==> config.mk <==
export PLATFORM = sky130hd
export DESIGN_NAME = cr16_psr_cond
export DESIGN_NICKNAME = d
export VERILOG_FILES = /design/src/rtl/cr16_psr_cond.sv
export SDC_FILE = /design/constraint.sdc
export NUM_CORES = 1
export LEC_CHECK = 0
export BUFFER_PORTS_ARGS = -buffer_cell sky130_fd_sc_hd__clkbuf_2
export CELL_PAD_IN_SITES_DETAIL_PLACEMENT = 0
export CELL_PAD_IN_SITES_GLOBAL_PLACEMENT = 1
export CORE_ASPECT_RATIO = 0.7
export CORE_MARGIN = 3
export CORE_UTILIZATION = 28
export CTS_CLUSTER_SIZE = 10
export DETAILED_ROUTE_END_ITERATION = 8
export PLACE_DENSITY = 0.83
export SYNTH_ARGS = -nofsm -noshare
export SYNTH_HDL_FRONTEND = slang
export SYNTH_SLANG_ARGS = --single-unit
==> constraint.sdc <==
create_clock -name I_CLK -period 1.7 [get_ports I_CLK]
set_input_delay 0.255 -clock I_CLK [delete_from_list [all_inputs] [get_ports I_CLK]]
set_output_delay 0.255 -clock I_CLK [all_outputs]
set_load 0.01 [all_outputs]
==> src/rtl/cr16_psr_cond.sv <==
// CR16 processor status register with delayed ALU flag capture, explicit writes
// and a forwarding condition-code evaluator for Bcond/Jcond/Scond.
module cr16_psr_cond #(
  parameter int P_STATUS_WIDTH = 5
) (
  input  logic                      I_CLK,
  input  logic                      I_RESET,
  input  logic                      I_ALU_ENABLE,
  input  logic                      I_STATUS_WE,
  input  logic [P_STATUS_WIDTH-1:0] I_ALU_STATUS,
  input  logic                      I_PSR_WE,
  input  logic [P_STATUS_WIDTH-1:0] I_PSR_DATA,
  input  logic                      I_COND_VALID,
  input  logic [3:0]                I_COND,
  output logic [P_STATUS_WIDTH-1:0] O_PSR,
  output logic                      O_FLAGS_PENDING,
  output logic                      O_COND_VALID,
  output logic                      O_COND_TRUE
);

  localparam int C_BIT = 0;
  localparam int L_BIT = 1;
  localparam int F_BIT = 2;
  localparam int Z_BIT = 3;
  localparam int N_BIT = 4;

  logic [P_STATUS_WIDTH-1:0] psr_q, psr_d;
  logic                      pending_q, pending_d;
  logic                      cond_valid_q;
  logic                      cond_true_q, cond_true_d;
  logic                      c_f, l_f, f_f, z_f, n_f;

  // psr_d is the effective PSR: explicit write beats a pending ALU commit.
  always_comb begin
    psr_d = psr_q;
    if (I_PSR_WE) begin
      psr_d = I_PSR_DATA;
    end else if (pending_q) begin
      psr_d = I_ALU_STATUS;
    end
    pending_d = I_ALU_ENABLE & I_STATUS_WE;
  end

  assign c_f = psr_d[C_BIT];
  assign l_f = psr_d[L_BIT];
  assign f_f = psr_d[F_BIT];
  assign z_f = psr_d[Z_BIT];
  assign n_f = psr_d[N_BIT];

  always_comb begin
    cond_true_d = 1'b0;
    case (I_COND)
      4'd0:    cond_true_d = z_f;
      4'd1:    cond_true_d = ~z_f;
      4'd2:    cond_true_d = c_f;
      4'd3:    cond_true_d = ~c_f;
      4'd4:    cond_true_d = l_f;
      4'd5:    cond_true_d = ~l_f;
      4'd6:    cond_true_d = n_f;
      4'd7:    cond_true_d = ~n_f;
      4'd8:    cond_true_d = f_f;
      4'd9:    cond_true_d = ~f_f;
      4'd10:   cond_true_d = ~l_f & ~z_f;
      4'd11:   cond_true_d = l_f | z_f;
      4'd12:   cond_true_d = ~n_f & ~z_f;
      4'd13:   cond_true_d = n_f | z_f;
      4'd14:   cond_true_d = 1'b1;
      default: cond_true_d = 1'b0;
    endcase
  end

  always_ff @(posedge I_CLK) begin
    if (I_RESET) begin
      psr_q        <= '0;
      pending_q    <= 1'b0;
      cond_valid_q <= 1'b0;
      cond_true_q  <= 1'b0;
    end else begin
      psr_q        <= psr_d;
      pending_q    <= pending_d;
      cond_valid_q <= I_COND_VALID;
      if (I_COND_VALID) begin
        cond_true_q <= cond_true_d;
      end
    end
  end

  assign O_PSR           = psr_q;
  assign O_FLAGS_PENDING = pending_q;
  assign O_COND_VALID    = cond_valid_q;
  assign O_COND_TRUE     = cond_true_q;

endmodule

==> results.json <==
{
  "status": "finished, violations left",
  "violations": "negative setup slack",
  "yosys_warnings": 0,
  "rows": 13,
  "synth_ff_type": "dfxtp_1",
  "vias": 581,
  "die-area_mm2": 0.00267,
  "fin_cells": 120,
  "synth.distinct_cells": 32,
  "async_flop_share": 0,
  "r2r_cells": 6,
  "grt_max_degree": 11,
  "clk_pin_slew_worst_paths_ns": 0.06,
  "tightest_slew_ns": 0.349,
  "skew_ns": 0.00685,
  "setup_violations": 1,
  "root_buffer": "clkbuf_4",
  "yosysSeqAreaShare": 0.275,
  "synth_nets": 80,
  "port_buffers": 27,
  "slew_violations": 0,
  "synth_top_area_frac": 0.275,
  "synth-edff-count": 0,
  "arrival_ns": 1.91,
  "clockBufferDepth": 2,
  "htree_levels": 1,
  "critPathLaunchType": "register",
  "grt_overflow": 0,
  "grt_usage": 0.137,
  "dp_hpwl_um": 1270,
  "finalWirelength_um": 1510,
  "fin_util": 0.430,
  "initial_core_util": 0.304,
  "slew_headroom": 0.767,
  "crit_path_end_kind": "register",
  "synth_area_um2": 583,
  "synthCells": 60,
  "fillCellCount": 208,
  "clock_sinks": 8,
  "gp_congestion": 0.844,
  "final_hold_viol_count": 0,
  "max_freq_ghz": 0.569,
  "nets": 120,
  "clk_latency_ns": 0.26,
  "die_y_um": 44.2,
  "drt_drc_violations_left": 0,
  "drv_cap": 0,
  "tritoncts": "yes",
  "wl_per_cell_um": 12.6,
  "numCtsBuffers": 3,
  "area_growth_syn_to_layout_pct": 41.6,
  "io_pins": 28,
  "ctsHoldBuffers": 0,
  "ys_top_cells_by_count": "8 x dfxtp_1, 8 x nor2_1, 7 x nand2_1",
  "path_cells": "mux2_4 -> mux2i_4 -> a311o_2 -> and4_1 -> o221ai_2 -> o31a_1",
  "rsz0062_at_grt": "true",
  "max_stage_delay_ns": 0.39,
  "grt_pass1_wl_um": 2700,
  "dp.cells": 114,
  "antenna_found_initial": 0,
  "antenna_cells": 0,
  "finalCritPeriodShare": 1.03,
  "worstSetupPathDepth": 6,
  "cp.buffers_inverters": 0,
  "hold_path_class": "in2reg",
  "cpLargestDelayFamily": "compound AO/OA/AOI/OAI gates",
  "fin_crit_ns": 1.76,
  "critical_path_peak_fanout": 5,
  "synth_area_leader_cell": "dfxtp_1",
  "fin_ws_ns": -0.0574,
  "critPathKind": "reg2reg",
  "ys_seq_elements": 8,
  "powerDensity_mw_per_mm2": 646,
  "die_w_um": 60.5,
  "p_leak_nw": 0.387,
  "vias_per_cell": 4.84,
  "grt_pass1_vias": 595,
  "first_iter_violations": 21,
  "antenna_left": 0,
  "synth_area_leaders": "dfxtp_1 27%, mux2i_4 7.7%, mux2i_1 6.9%",
  "cp.required_ns": 1.85,
  "core_area_mm2": 0.00192,
  "drt_first_pass_iters": 4,
  "avgSynthCellArea_um2": 9.72,
  "min_path_cells": 3,
  "layout-drive-gt1-share": 0.571,
  "ir_drop_v": 0.000302,
  "crit_slowest_cell": "dfxtp_4"
}
cell families (layout without fill, tap and decap cells):
kind of cell / count (synthesis) / count (layout) / share of synthesized area
buffers and inverters: 5 / 43 / 0.0708
XOR/XNOR: 1 / 1 / 0.0150
AND/OR/NAND/NOR: 26 / 26 / 0.240
AO/OA/AOI/OAI: 10 / 10 / 0.163
multiplexers: 10 / 10 / 0.236
flip-flops: 8 / 8 / 0.275
worst paths after layout:
| kind | startpoint | end | slack [ns] |
|---|---|---|---|
| max | O_FLAGS_PENDING$_SDFF_PP0_ | O_COND_TRUE$_SDFFE_PP0P_ | -0.06 |
| min | I_STATUS_WE | O_FLAGS_PENDING$_SDFF_PP0_ | 0.19 |
| min reg2reg | O_COND_TRUE$_SDFFE_PP0P_ | O_COND_TRUE$_SDFFE_PP0P_ | 0.63 |
| max reg2reg | O_FLAGS_PENDING$_SDFF_PP0_ | O_COND_TRUE$_SDFFE_PP0P_ | -0.06 |
placed cells by master, fill, tap and decap left out, types with 2 or more instances in the layout:
cell type,synthesis,final
mux2i_1,4,4
dfxtp_1,8,7
mux2_4,2,3
clkbuf_4,0,3
nor2_1,8,8
clkbuf_2,0,27
mux2i_4,2,2
a211oi_1,2,2
nand2_1,7,7
nor2b_1,2,2
buf_4,1,11
worst register-to-register path: stages (launching register included):
cell      delay (ns)
dfxtp_4         0.39
mux2_4          0.32
mux2i_4         0.19
a311o_2         0.20
and4_1          0.19
o221ai_2        0.09
o31a_1          0.27
where the power goes:
| part | leakage [nW] | internal, mW | switching (mW) |
|---|---|---|---|
| Combinational | 0.306 | 0.0965 | 0.0769 |
| Sequential | 0.0669 | 0.199 | 0.00753 |
| Clock | 0.0138 | 0.0813 | 0.0720 |
| Total | 0.387 | 0.377 | 0.156 |
state kept, by name, summed over array words and instances (netlist names):
register	cells
O_PSR	5
O_COND_TRUE	1
O_COND_VALID	1
O_FLAGS_PENDING	1
metrics by stage:
stage                     hold slack (ns)  power (mW)  area (um^2)  setup WS [ns]  setup TNS [ns]
after floorplan                     0.319       0.309          588        -0.0659         -0.0659
after global placement              0.448       0.373          778        -0.0691         -0.0691
after detailed placement            0.462       0.376          778         -0.131          -0.131
after CTS                           0.182       0.538          818        -0.0610         -0.0610
after global routing                0.194       0.576          826         -0.124          -0.124
final                               0.188       0.533          826        -0.0574         -0.0574
per-layer routing:
layer,GRT usage,wire (um),part of all wire,vias up
met5,0,0,0,-
met2,0.213,691,0.46,21
met3,0.0554,114,0.075,2
met4,0.0216,16,0.011,0
met1,0.181,688,0.46,261
li1,-,-,-,297
area by class of cell:
cell class,count,area [um^2],share of cell area
Inverter,2,8.76,0.0106
Tap cell,22,27.5,0.0333
Multi-Input combinational cell,47,385,0.467
Clock buffer,3,22.5,0.0273
Timing Repair Buffer,38,218,0.264
Sequential cell,8,164,0.198
repair_timing:
item | 4_1_cts | 5_1_grt
pin swaps | 1 | 0
endpoints found under the setup margin | 1 | 1
buffers inserted | 2 | 1
resized for setup | 1 | 0
(Power assumes the default switching activity.)
